==> config.mk <==
export PLATFORM = sky130hd
export DESIGN_NAME = apb_slave_regs
export DESIGN_NICKNAME = d
export VERILOG_FILES = /design/src/rtl/apb_slave_regs.sv
export SDC_FILE = /design/constraint.sdc
export NUM_CORES = 1
export LEC_CHECK = 0
export BUFFER_PORTS_ARGS = -buffer_cell sky130_fd_sc_hd__buf_4
export CAP_MARGIN = 10
export CORE_MARGIN = 2
export CORE_UTILIZATION = 55
export CTS_BUF_LIST = sky130_fd_sc_hd__clkbuf_16
export DETAILED_ROUTE_END_ITERATION = 7
export GPL_TIMING_DRIVEN = 0
export PLACE_DENSITY_LB_ADDON = 0.3
export SYNTH_ARGS = -nofsm -noshare
export SYNTH_HDL_FRONTEND = slang
export SYNTH_SLANG_ARGS = --single-unit
==> constraint.sdc <==
create_clock -name hclk -period 2.45 [get_ports hclk]
set_input_delay 0.1225 -clock hclk [delete_from_list [all_inputs] [get_ports hclk]]
set_output_delay 0.1225 -clock hclk [all_outputs]
set_load 0.01 [all_outputs]
==> src/rtl/apb_slave_regs.sv <==
// APB completer serving eight 32-bit registers (six R/W, a write counter and an ID)
// with registered pready, programmable wait states and pslverr on illegal accesses.
module apb_slave_regs #(
    parameter int unsigned SEL_BIT     = 0,
    parameter logic [31:0] BASE_ADDR   = 32'h8000_0000,
    parameter int unsigned WAIT_STATES = 0,
    parameter logic [31:0] ID_VALUE    = 32'hA5B0_0001
) (
    input  logic        hclk,
    input  logic        hresetn,
    input  logic [2:0]  pselx,
    input  logic        penable,
    input  logic        pwrite,
    input  logic [31:0] paddr,
    input  logic [31:0] pwdata,
    output logic [31:0] prdata,
    output logic        pready,
    output logic        pslverr,
    output logic [31:0] ctrl_out
);

    typedef enum logic [1:0] {S_IDLE, S_WAIT, S_RESP} state_t;

    state_t      state_q, state_d;
    logic [3:0]  cnt_q, cnt_d;
    logic [2:0]  idx_q, idx_d;
    logic        wr_q, wr_d;
    logic        err_q, err_d;
    logic [31:0] wdata_q, wdata_d;
    logic        pready_q, pready_d;
    logic        pslverr_q, pslverr_d;
    logic [31:0] prdata_q, prdata_d;
    logic [31:0] regs_q [6];
    logic [31:0] regs_d [6];
    logic [31:0] wrcnt_q, wrcnt_d;

    logic        sel;
    logic [31:0] off_full;
    logic        setup_err;
    logic        unused_pselx;

    assign sel          = pselx[SEL_BIT];
    assign unused_pselx = ^pselx;
    assign off_full     = paddr - BASE_ADDR;
    // Only the offset of the setup-phase address decides the error; writes to WRCNT/ID are illegal.
    assign setup_err    = (paddr < BASE_ADDR) || (off_full >= 32'd32) || (paddr[1:0] != 2'b00)
                          || (pwrite && (off_full[4:3] == 2'b11));

    function automatic logic [31:0] read_reg(input logic [2:0] idx);
        case (idx)
            3'd6:    return wrcnt_q;
            3'd7:    return ID_VALUE;
            default: return regs_q[idx];
        endcase
    endfunction

    always_comb begin
        state_d   = state_q;
        cnt_d     = cnt_q;
        idx_d     = idx_q;
        wr_d      = wr_q;
        err_d     = err_q;
        wdata_d   = wdata_q;
        pready_d  = pready_q;
        pslverr_d = pslverr_q;
        prdata_d  = prdata_q;
        regs_d    = regs_q;
        wrcnt_d   = wrcnt_q;
        case (state_q)
            S_IDLE: begin
                if (sel && !penable) begin
                    idx_d   = off_full[4:2];
                    wr_d    = pwrite;
                    wdata_d = pwdata;
                    err_d   = setup_err;
                    if (WAIT_STATES == 0) begin
                        state_d   = S_RESP;
                        pready_d  = 1'b1;
                        pslverr_d = setup_err;
                        prdata_d  = (!pwrite && !setup_err) ? read_reg(off_full[4:2]) : 32'd0;
                    end else begin
                        state_d = S_WAIT;
                        cnt_d   = 4'(WAIT_STATES);
                    end
                end
            end
            S_WAIT: begin
                if (!sel) begin
                    state_d = S_IDLE;
                end else if (penable) begin
                    cnt_d = cnt_q - 4'd1;
                    if (cnt_q == 4'd1) begin
                        state_d   = S_RESP;
                        pready_d  = 1'b1;
                        pslverr_d = err_q;
                        prdata_d  = (!wr_q && !err_q) ? read_reg(idx_q) : 32'd0;
                    end
                end
            end
            S_RESP: begin
                // Commit happens only at the edge closing the completion cycle.
                if (wr_q && !err_q) begin
                    if (idx_q < 3'd6) regs_d[idx_q] = wdata_q;
                    wrcnt_d = wrcnt_q + 32'd1;
                end
                pready_d  = 1'b0;
                pslverr_d = 1'b0;
                prdata_d  = 32'd0;
                state_d   = S_IDLE;
            end
            default: state_d = S_IDLE;
        endcase
    end

    always_ff @(posedge hclk or negedge hresetn) begin
        if (!hresetn) begin
            state_q   <= S_IDLE;
            cnt_q     <= 4'd0;
            idx_q     <= 3'd0;
            wr_q      <= 1'b0;
            err_q     <= 1'b0;
            wdata_q   <= 32'd0;
            pready_q  <= 1'b0;
            pslverr_q <= 1'b0;
            prdata_q  <= 32'd0;
            wrcnt_q   <= 32'd0;
            for (int i = 0; i < 6; i++) regs_q[i] <= 32'd0;
        end else begin
            state_q   <= state_d;
            cnt_q     <= cnt_d;
            idx_q     <= idx_d;
            wr_q      <= wr_d;
            err_q     <= err_d;
            wdata_q   <= wdata_d;
            pready_q  <= pready_d;
            pslverr_q <= pslverr_d;
            prdata_q  <= prdata_d;
            wrcnt_q   <= wrcnt_d;
            regs_q    <= regs_d;
        end
    end

    assign prdata   = prdata_q;
    assign pready   = pready_q;
    assign pslverr  = pslverr_q;
    assign ctrl_out = regs_q[0];

endmodule

==> results of run 1 <==
## registers in the layout (all words and copies together), names as in the netlist
| signal | cells |
|---|---|
| wrcnt_q | 32 |
| regs_q | 160 |
| idx_q | 3 |
| err_q | 1 |
| pready | 1 |
| wr_q | 1 |
| pslverr | 1 |
| ctrl_out | 32 |
| wdata_q | 32 |
| prdata | 32 |
## Yosys cell counts, types with 2 or more instances
| cell type | n | area, sq um |
|---|---|---|
| dfrtp_1 | 295 | 7382 |
| nand2_1 | 199 | 747.0 |
| mux2_2 | 191 | 2151 |
| mux2i_1 | 40 | 400.4 |
| nor2_1 | 33 | 123.9 |
| buf_4 | 32 | 240.2 |
| mux4_2 | 32 | 720.7 |
| xnor2_1 | 31 | 271.5 |
| o31ai_1 | 30 | 225.2 |
| buf_2 | 26 | 130.1 |
| inv_1 | 26 | 97.59 |
| clkbuf_1 | 25 | 93.84 |
| o22ai_1 | 24 | 150.1 |
| o21ai_0 | 19 | 95.09 |
| nand4_1 | 18 | 112.6 |
| nand3_1 | 13 | 65.06 |
| buf_1 | 8 | 30.03 |
| nor4_1 | 6 | 37.54 |
| and3_1 | 4 | 25.02 |
| buf_6 | 4 | 45.04 |
| nand3b_1 | 4 | 30.03 |
| nor3_1 | 4 | 20.02 |
| and2_1 | 2 | 12.51 |
| and4_1 | 2 | 17.52 |
| nand4b_1 | 2 | 17.52 |
## metal layers
metal | part of all wire [%] | GRT usage, % | vias up
met1 | 44 | 34.90 | 4677
met4 | 1.6 | 5.979 | 0
met5 | 0 | 0 | -
met2 | 50 | 42.94 | 262
li1 | - | - | 4182
met3 | 5.3 | 4.390 | 44
## worst paths after layout
path	start	end	slack [ps]	depth (start not counted)
worst max-delay path	pready	wdata_q[26]	130	6
worst min-delay path	paddr[10]	err_q	130	5
worst max register to register	pready	wdata_q[26]	130	6
worst min register to register	prdata[20]	prdata[20]	480	2
max in group asynchronous	hresetn	regs_q[108]	800	4
min in group asynchronous	hresetn	pready	160	2
## critical path, delay by kind of cell (launching register included)
family,cells,cell delay (ps)
flip-flops,1,470
AND/OR/NAND/NOR,3,380
buffers and inverters,3,1410
## area by class of cell
cell class | count | area, sq um | area share [%]
buffer | 95 | 543.0 | 3.350
clock buffer | 37 | 925.9 | 5.711
inverter | 27 | 101.3 | 0.6251
timing repair buffer | 167 | 1386 | 8.551
sequential | 295 | 7382 | 45.54
multi-input combinational | 669 | 5365 | 33.09
tap | 324 | 405.4 | 2.501
clock inverter | 17 | 102.6 | 0.6329
## power by group
part           internal (mW)  total [mW]  leakage, nW  switching (mW)
combinational           1.03        1.74         3.42           0.711
clock                   2.80        4.71        0.541            1.91
sequential              5.50        5.98         4.00           0.482
total                   9.33        12.4         7.96            3.10
## cell families after synthesis
logic type | count (synthesis) | synth area share (%)
multiplexers | 264 | 24.52
buffers and inverters | 122 | 4.785
AND/OR/NAND/NOR | 294 | 9.570
flip-flops | 295 | 55.14
XOR/XNOR | 31 | 2.028
AO/OA/AOI/OAI | 79 | 3.860
adder cells (fa/ha/maj) | 1 | 0.09344
## repair_timing
action	4_1_cts	5_1_grt
endpoints found under the hold margin	102	0
setup endpoints to repair	0	12
hold buffers	34	0
gates resized for setup	0	5
## stage by stage
step           setup TNS, ps  total power, mW  utilization (%)
5_1_grt                    0            12.96            67.25
6_report                   0            12.43            67.25
3_5_place_dp               0            7.760            61.56
2_1_floorplan              0            7.044                -
4_1_cts                    0            12.50            67.24
3_3_place_gp         -370050            7.645            61.30
==> results by stage, run 1 <==
Global route:
- Summed over all layers, the global routing overflow is 0.
- The maximum number of pins on one net before global-route repair is between 100 and 150.
- The number of global-route vias before repair is ~10000.
- The first global-routing pass estimated around 51 mm of wire.
- The number of antenna violations at the first check in global routing is 0.
- The total routing resource utilization after global routing is ~25%.

Placement:
- After legalization and detailed placement, the total HPWL measured between 20 and 25 mm.
- The weighted congestion at the end of routability-driven global placement is roughly 0.84.
- The total instance count after detailed placement is between 1500 and 2000.
- During placement, the flow inserted port buffers numbering ~130.
- OpenSTA, run right after detailed placement, puts the worst setup slack at between 20 and 25 ps.
- The placed instances occupy a cell area of 14840 sq um.

Final layout:
- The layout cell share with drive strength beyond 1 is between 30% and 40%.
- The library cells used most frequently in the layout, excluding fill and tap cells, are dfrtp_1, nand2_1, mux2_2, buf_4, mux2i_1.
- The leading cell type in the layout, fill and taps excluded is dfrtp_1.
- The relative area change from synthesis to final layout is 21.09%.
- The filler cell count in the final layout is between 1500 and 2000.
- The final net count is about 1400.
- With fillers left out, the area of the finished cells amounts to about 16000 sq um.
- After the flow finishes, the layout carries non-filler instances totaling ~1600.
- 0 antenna diodes ended up in the layout.

Route:
- The first detailed-routing pass took 5 iterations.
- In the routed design, unresolved DRC markers number 0.
- For this block, the initial DRC count from the detailed router was 740.
- The via count is around 9000.
- The final layout contains routed wiring with a total length of about 31 mm.
- The number of routed nets with antenna violations is 0.
- The average wire length per cell after detail routing is about 19 um.
- The via-per-instance ratio is approximately 5.6.

Timing:
- After layout, the worst path uses between 90 and 100% of the clock period.
- The clock arrives with 20.19 ps of skew.
- The setup slack of the critical path after layout is approximately 130 ps.
- The transition time at the pin with the least slew margin is between 1000 and 1500 ps.
- The clock period minus final worst setup slack is 2323 ps.
- The final worst hold slack is ~130 ps.
- The worst pin sits at a relative slew slack of roughly 17%.
- The number of max-slew violations in the final report is 0.
- The achievable frequency is 0.4305 GHz.
- Setup violations remaining at the end of the flow were counted as 0.
- Setup repair after global routing left no endpoint under its margin.
- The final hold violation count is 0.

Synthesis:
- The number of flops mapped to enable cells by yosys is 0.
- The share of the Yosys chip area taken by registers is ~55%.
- The average size of a mapped cell is about 12 sq um.
- The Yosys warning count is 0.
- After synthesis the netlist holds a flip-flop and latch count of between 200 and 300.
- The most frequently used flop master after synthesis is dfrtp_1.
- Counting flops with an async set or reset pin after synthesis yields a share of between 90% and 100%.
- The cell area that synthesis handed to floorplanning was between 10000 and 15000 sq um.
- The number of nets produced by synthesis is roughly 1200.
- After synthesis, the netlist uses 41 different library cells.
- In the synthesized netlist, the number of instances is between 1000 and 1500.

Setup path:
- The delay of the slowest cell on the worst path is 540 ps.
- By startpoint and endpoint, the worst setup path is classified as reg2reg.
- The slowest stage of the critical path belongs to the cell clkbuf_1.
- By instance count, the cell type seen most on the critical path is clkbuf_1.
- The data required time of the critical path is 2890 ps.
- The worst setup path is captured at a register.
- The worst setup path is launched from a register.
- Walking the worst path, the cells encountered are or3b_2, clkbuf_1, clkbuf_1, clkbuf_1, nand2_1, nand2_1.
- The data arrival time of the critical path is about 2800 ps.
- In this run the worst path has a maximum fanout of 10.

Die:
- For this configuration, the core starts out at a cell density of 55.54%.
- The boundary pin count is 137.
- The die is roughly 160 um wide.
- The die is between 150 and 200 um tall.
- The die covers around 26000 sq um.
- The count of standard-cell rows is 57.
- The placeable core region is between 20000 and 25000 sq um.

Power and ir drop:
- In this run the power density over the cells is 766.7 nW/um^2.
- In this run the static leakage power is approximately 8 nW.
- Across the VDD grid, the largest voltage drop is around 0.63 mV.

Status:
- The flow ran to the end, and the final reports show no timing, DRC or antenna violations.

Clock tree:
- The clock tree from TritonCTS is built.
- The post-CTS setup buffer count is 0.
- For the worst-skew pair, the clock arrives at the later sink with an insertion delay of a little over 500 ps.
- The H-tree generated during clock tree synthesis spans 2 levels.
- The number of sinks handled by clock tree synthesis is roughly 300.
- The maximum count of clock buffers along a single path is 3.
- The library cell used as clock root buffer is clkbuf_16.
- In this run, CTS created clock tree buffers numbering 34.
- The clock transition time at the flip-flop clock pins of the worst setup and hold paths is approximately 60 ps.

Hold path:
- The worst min-delay path category is in2reg.

Run:
- The number of maximum-capacitance violations is 0.
(Power assumes the default switching activity.)
==> run 2, diff against run 1 <==
--- a/config.mk
+++ b/config.mk
@@ -8,7 +8,7 @@
 export BUFFER_PORTS_ARGS = -buffer_cell sky130_fd_sc_hd__buf_4
 export CAP_MARGIN = 10
 export CORE_MARGIN = 2
-export CORE_UTILIZATION = 55
+export CORE_UTILIZATION = 53
 export CTS_BUF_LIST = sky130_fd_sc_hd__clkbuf_16
 export DETAILED_ROUTE_END_ITERATION = 7
 export GPL_TIMING_DRIVEN = 0
==> run 2 against run 1 <==
  * Utilization down 2.1 points
  * Cell count up 0.80%
  * Design area up 0.27%
  * Power down 0.89%
  * Critical path type unchanged
  * Largest cell class unchanged
  * Highest routed layer unchanged
==> results by stage, run 2 (synthesized netlist as in run 1, its figures left out) <==
Status:
- The run finished with clean final reports.

Final layout:
- The relative area change from synthesis to final layout is 21.42%.
- The final net count is 1360 (-0.073%).
- More flip-flops sit in one register than any other, and that register is regs_q.
- The final core utilization came to 65.12% (-2.1 points).
- The filler cell count in the final layout came to 1934 (+5.2%).
- The non-filler instance count after layout was 1644 (+0.80%).
- The library cells used most frequently in the layout, excluding fill and tap cells, are dfrtp_1, nand2_1, mux2_2, buf_4, mux2i_1.
- The library cell used most frequently in the layout, excluding fill and tap cells, is dfrtp_1.
- The number of flip-flops in the largest register was 160 (unchanged).
- The area taken by multi-input logic gates is 5389 sq um (+0.44%).
- The area of all sequential standard cells is 7382 sq um (unchanged).
- The layout cell share with drive strength beyond 1 is 36.18% (-0.24 points).

Route:
- The number of iterations in the first detailed-routing pass is 4 (-1).
- The aggregate routed wire length is 30.88 mm (-1.7%).
- The number of routed nets with antenna violations is 0 (unchanged).
- The average wire length per cell after detail routing is 18.78 um (-2.5%).
- The detailed router's first-iteration violation count is 535 (-28%).
- The via count is 9045 (-1.3%).
- The remaining design rule violation count was 0 (unchanged).
- The via-per-instance ratio is 5.502 (-2.1%).

Clock tree:
- The maximum count of clock buffers along a single path is 3 (unchanged).
- The clock transition time at the flip-flop clock pins of the worst setup and hold paths is 60 ps (about the same).
- The tree is rooted in a clkbuf_16.
- TritonCTS built the clock tree.
- The source-to-sink clock delay at the later pin of the worst-skew pair came to 560 ps (+50 ps).
- The H-tree depth was 1 (-1).
- The number of sinks handled by clock tree synthesis is 295 (unchanged).
- The number of buffers created by CTS is 31 (-8.8%).

Power and ir drop:
- The overall power is 12.32 mW (-0.89%).
- The static leakage was 7.961 nW (about the same).
- The maximum VDD drop is 0.6464 mV (+2.8%).
- The power density normalized to cell area came to 757.8 nW/um^2 (-1.2%).

Setup path:
- The data arrival time of the critical path is 2740 ps (-20 ps).
- The type of element capturing the critical path is a register.
- The data required time of the critical path is 2880 ps (about the same).
- The register-to-register path setup slack came to 140 ps (about the same).
- The number of cell instances on the worst register-to-register path is 6 (unchanged).
- In this run the critical register-to-register path is captured at regs_q[5].
- The class of the most critical setup path is reg2reg.
- The biggest fanout along the worst timing path is 10 (unchanged).
- The worst setup path is launched from a register.
- The start of the worst register-to-register path is pready.

Timing:
- The final worst hold slack is 50.96 ps (-76.98 ps).
- The achievable frequency is 0.4330 GHz (+0.57%).
- The count of final setup violators is 0 (unchanged).
- Setup repair after global routing left no endpoint under its margin.
- The final cycle utilization of the critical path is 94.26% (-0.54 points).
- The number of max-slew violations in the final report came to 0 (unchanged).
- The final hold violation count is 0 (unchanged).
- The transition time at the pin with the least slew margin is 932.6 ps (-287.7 ps).
- The relative slew slack was 37.35% (+21 points).
- The largest clock skew in the final design is 13.37 ps (-6.816 ps).
- The setup slack of the critical path after layout is 140.5 ps (+13.24 ps).
- The clock period minus final worst setup slack is 2309 ps (-13.24 ps).

Global route:
- The maximum number of pins on one net before global-route repair is 109 (-8.4%).
- The number of global-route vias before repair is 9220 (-5.4%).
- The total routing resource utilization after global routing is 23.99% (-1.5 points).
- The residual overflow from global routing came to 0 (unchanged).
- The number of antenna violations at the first check in global routing was 0 (unchanged).
- The first-pass GRT wire length was 49.75 mm (-3.4%).

Die:
- The placeable core region is 24960 sq um (+3.6%).
- The height of the die is 162.9 um (+1.8%).
- The die width came to 162.9 um (+1.8%).
- The initial cell density of the core is 53.63% (-1.9 points).
- The count of standard-cell rows came to 58 (+1.8%).
- The boundary pin count is 137 (unchanged).
- The die area is 26550 sq um (+3.7%).

Run:
- The number of maximum-capacitance violations is 0 (unchanged).

Placement:
- The count of input and output buffers is 131 (unchanged).
- The total instance count after detailed placement is 1549 (+0.39%).
- The estimated wirelength of the detail-placed design is 20.79 mm (-2.0%).
- The setup slack at placement was 5.131 ps (-17.45 ps).
- The weighted congestion at the end of routability-driven global placement is 0.8203 (-2.3%).

Hold path:
- The path with the worst hold slack has its endpoint at pslverr.
- The instance count along the most critical hold path was 5 (unchanged).
- The tightest min-delay check is of the in2reg type.
- The start point of the worst hold path is paddr[13].
[run 2: timing repair]
action | CTS | global route
hold buffers | 37 | 0
gates resized for setup | 1 | 14
endpoints found under the setup margin | 10 | 56
pin swaps | 0 | 0
hold endpoints to repair | 114 | 0
setup buffers | 0 | 0
[run 2: critical path: stages (launching register included)]
cell and delay, ps:
dfrtp_1 480, nand3b_1 340, nor2_1 170, and3_1 170, clkbuf_1 270, buf_2 370
mux2_2 380
[run 2: report_power, final]
group,switching [mW],leakage [nW],internal [mW],total [mW]
registers,0.475,4.00,5.50,5.97
clock network,1.90,0.513,2.71,4.61
logic,0.702,3.45,1.03,1.73
[run 2: area by class of cell]
| cell class | count | area share (%) |
|---|---|---|
| antenna | 1 | 0.01539 |
| buffer | 94 | 3.356 |
| clock buffer | 31 | 4.772 |
| clock inverter | 27 | 1.416 |
| inverter | 27 | 0.6235 |
| multi-input combinational | 669 | 33.15 |
| sequential | 295 | 45.41 |
| tap | 330 | 2.540 |
| timing repair buffer | 170 | 8.713 |
[run 2: worst max path at each step]
stage,slack (ps),startpoint,cells after the start,end
5_1_grt,5,pready,6,wdata_q[26]
2_1_floorplan,680,pready,6,regs_q[10]
3_5_place_dp,5,pready,6,wdata_q[10]
3_3_place_gp,-1280,hresetn,1,wdata_q[15]
6_report,140,pready,6,regs_q[5]
4_1_cts,2,pready,6,wdata_q[20]
[run 2: metal layers]
layer | GRT usage (%) | vias up | routed length, um
li1 | - | 4202 | -
met1 | 34.42 | 4571 | 13920
met2 | 39.48 | 234 | 14890
met3 | 3.412 | 38 | 1569
met4 | 4.948 | 0 | 489
met5 | 0 | - | 0
[run 2: stage by stage]
step | TNS, ps | instance area [sq um]
5_1_grt | 0 | 16250
3_5_place_dp | 0 | 14850
2_1_floorplan | 0 | 13390
4_1_cts | 0 | 16220
3_3_place_gp | -368980 | 14780
6_report | 0 | 16260
==> run 3, diff against run 2 <==
--- a/config.mk
+++ b/config.mk
@@ -7,8 +7,10 @@
 export LEC_CHECK = 0
 export BUFFER_PORTS_ARGS = -buffer_cell sky130_fd_sc_hd__buf_4
 export CAP_MARGIN = 10
+export CELL_PAD_IN_SITES_DETAIL_PLACEMENT = 0
+export CELL_PAD_IN_SITES_GLOBAL_PLACEMENT = 2
 export CORE_MARGIN = 2
-export CORE_UTILIZATION = 53
+export CORE_UTILIZATION = 40
 export CTS_BUF_LIST = sky130_fd_sc_hd__clkbuf_16
 export DETAILED_ROUTE_END_ITERATION = 7
 export GPL_TIMING_DRIVEN = 0
==> run 3 against run 2 <==
  * Hold slack lost 13 ps
  * Clock skew is 2.5 ps higher
  * Sequential cell count unchanged
  * Combinational power about the same
  * Utilization down 15 points
  * Register-to-register slack gained 20 ps
  * Sequential power barely moved
  * Power is 2.3% higher
  * Critical path type unchanged
  * Critical endpoint is now regs_q[47]
  * Highest routed layer unchanged
==> results by stage, run 3 (synthesized netlist as in run 1, its figures left out) <==
Status:
- The run finished with clean final reports.

Timing:
- The final hold violation count is 0 (unchanged).
- Setup repair after global routing left no endpoint under its margin.
- The largest clock skew in the final design is 15.84 ps (+2.468 ps).
- The count of final setup violators is 0 (unchanged).
- The final cycle utilization of the critical path is 93.45% (-0.81 points).
- The clock period minus final worst setup slack is 2290 ps (-19.84 ps).
- The accumulated negative setup slack is 0 ps (unchanged).
- The relative slew slack is 39.64% (+2.3 points).
- The setup slack of the critical path after layout was 160.4 ps (+19.84 ps).
- The achievable frequency is 0.4368 GHz (+0.87%).
- The transition time at the pin with the least slew margin is 898.0 ps (-34.63 ps).
- The number of max-slew violations in the final report is 0 (unchanged).

Route:
- The average wire length per cell after detail routing is 18.89 um (+0.55%).
- The detailed router's first-iteration violation count came to 533 (-0.37%).
- The aggregate routed wire length is 33.22 mm (+7.6%).
- The via count is 8970 (-0.83%).
- The number of iterations in the first detailed-routing pass is 4 (unchanged).
- The remaining design rule violation count was 0 (unchanged).
- The number of routed nets with antenna violations is 0 (unchanged).
- The via-per-instance ratio was 5.099 (-7.3%).

Global route:
- The number of antenna violations at the first check in global routing is 0 (unchanged).
- The total routing resource utilization after global routing was 19.52% (-4.5 points).
- The residual overflow from global routing is 0 (unchanged).
- The first-pass GRT wire length is 53.34 mm (+7.2%).
- The maximum number of pins on one net before global-route repair is 107 (-1.8%).
- The number of global-route vias before repair was 9294 (+0.80%).

Final layout:
- The non-filler instance count after layout is 1759 (+7.0%).
- The layout cell share with drive strength beyond 1 is 36.45% (+0.27 points).
- The filler cell count in the final layout came to 3003 (+55%).
- The largest register by flop count is regs_q.
- Relative to the synthesized area, the layout overhead comes to 22.82%.
- The final net count is 1363 (+0.22%).
- Leaving out fill and tap cells, the most frequent cells in the layout are dfrtp_1, nand2_1, mux2_2, buf_4, mux2i_1.
- The antenna cell count was 0 (-1).
- The number of flip-flops in the largest register came to 160 (unchanged).
- The leading cell type in the layout, fill and taps excluded is dfrtp_1.
- The area of all sequential standard cells is 7382 sq um (unchanged).
- The area of all placed cells without fillers is 16440 sq um (+1.2%).
- The final core utilization came to 50.16% (-15 points).
- The area taken by multi-input logic gates was 5373 sq um (-0.30%).

Setup path:
- The startpoint type of the worst setup path is a register.
- The worst setup path is captured at a register.
- The capturing point of the worst reg2reg path is regs_q[47].
- The number of cell instances on the worst register-to-register path was 5 (-1).
- The data required time of the critical path was 2830 ps (-50 ps).
- The register-to-register path setup slack is 160 ps (+20 ps).
- The class of the most critical setup path is reg2reg.
- The biggest fanout along the worst timing path is 10 (unchanged).
- The data arrival time of the critical path is 2670 ps (-70 ps).
- The start of the worst register-to-register path is pready.
- The timing startpoint of the critical path is pready.

Die:
- The initial cell density of the core is 40.84% (-13 points).
- The count of standard-cell rows was 66 (+14%).
- The die area is 34950 sq um (+32%).
- The placeable core region is 32780 sq um (+31%).
- The height of the die is 186.9 um (+15%).
- The die width is 186.9 um (+15%).
- The boundary pin count is 137 (unchanged).

Clock tree:
- The clock tree from TritonCTS is built.
- The number of buffers created by CTS is 35 (+13%).
- In this run the clock root is driven by a clkbuf_16.
- The maximum count of clock buffers along a single path came to 3 (unchanged).
- The clock transition time at the flip-flop clock pins of the worst setup and hold paths was 60 ps (about the same).
- The source-to-sink clock delay at the later pin of the worst-skew pair is 510 ps (-50 ps).
- The number of sinks handled by clock tree synthesis came to 295 (unchanged).
- The H-tree depth is 2 (+1).

Power and ir drop:
- The static leakage is 7.994 nW (+0.41%).
- The power density normalized to cell area is 766.2 nW/um^2 (+1.1%).
- The maximum VDD drop is 0.4516 mV (-30%).

Placement:
- The weighted congestion at the end of routability-driven global placement is 0.7440 (-9.3%).
- The instance area at placement is 14990 sq um (+0.94%).
- The count of input and output buffers is 131 (unchanged).
- The setup slack at placement came to -88.94 ps (-94.07 ps).
- The estimated wirelength of the detail-placed design was 22.58 mm (+8.6%).
- The total instance count after detailed placement is 1661 (+7.2%).

Hold path:
- The worst hold path belongs to the class in2reg.
- The instance count along the most critical hold path is 5 (unchanged).
- The worst hold path begins at paddr[5].
- For hold timing, the worst endpoint is err_q.

Run:
- The number of maximum-capacitance violations is 0 (unchanged).
==> run 3: cell types whose count changed in the layout (fill, tap and decap cells not counted), moves of 2 or more <==
cell / before / now
dlygate4sd3_1: 37 / 34
clkbuf_1: 20 / 22
clkbuf_16: 31 / 37
bufinv_16: 4 / 2
inv_1: 31 / 33
==> run 3: critical path, cell delays in order, from the launching register on <==
cell,delay [ps]
dfrtp_1,490
nand2_1,80
nor2_1,360
nand3_1,340
clkbuf_1,470
mux2_2,400
==> run 3: final cells by class <==
cell class              instances  share of cell area (%)
multi-input cells             669                   32.67
clock inverters                26                  0.9816
clock buffers                  37                   5.631
well taps                     442                   3.363
repair buffers                168                   8.477
inverters                      27                  0.6163
plain buffers                  95                   3.363
flip-flops and latches        295                   44.89
==> run 3: worst max path at each step <==
stage                   end  cells after the start
2_1_floorplan    regs_q[10]                      6
3_3_place_gp   ctrl_out[15]                      1
6_report         regs_q[47]                      5
3_5_place_dp    wdata_q[20]                      6
4_1_cts          wdata_q[2]                      6
5_1_grt         wdata_q[20]                      6
==> run 3: metrics by stage <==
step | hold WS [ps] | total power, mW
2_1_floorplan | -173.1 | 7.044
5_1_grt | 84.36 | 13.23
4_1_cts | 17.11 | 12.74
3_5_place_dp | 223.8 | 7.765
6_report | 37.99 | 12.60
3_3_place_gp | 313.5 | 7.694
==> run 3: where the power goes <==
| group | switching (mW) | internal (mW) |
|---|---|---|
| Clock | 1.98 | 2.92 |
| Sequential | 0.467 | 5.50 |
| Combinational | 0.697 | 1.03 |
==> run 3: repair_timing <==
item                       in CTS  in global routing
pin swaps                       0                  1
hold buffers                   34                  0
setup endpoints to repair      20                 53
setup buffers                   0                  1
gates resized for setup         4                  6
hold endpoints to repair      131                  0
==> run 3: metal layers <==
metal | part of all wire [%] | global-route usage (%) | up-vias | routed length, um
met2 | 47 | 31.07 | 191 | 15450
li1 | - | - | 4208 | -
met3 | 3.8 | 2.871 | 41 | 1276
met5 | 0 | 0 | - | 0
met4 | 1.3 | 4.396 | 0 | 442
met1 | 48 | 28.35 | 4530 | 16050
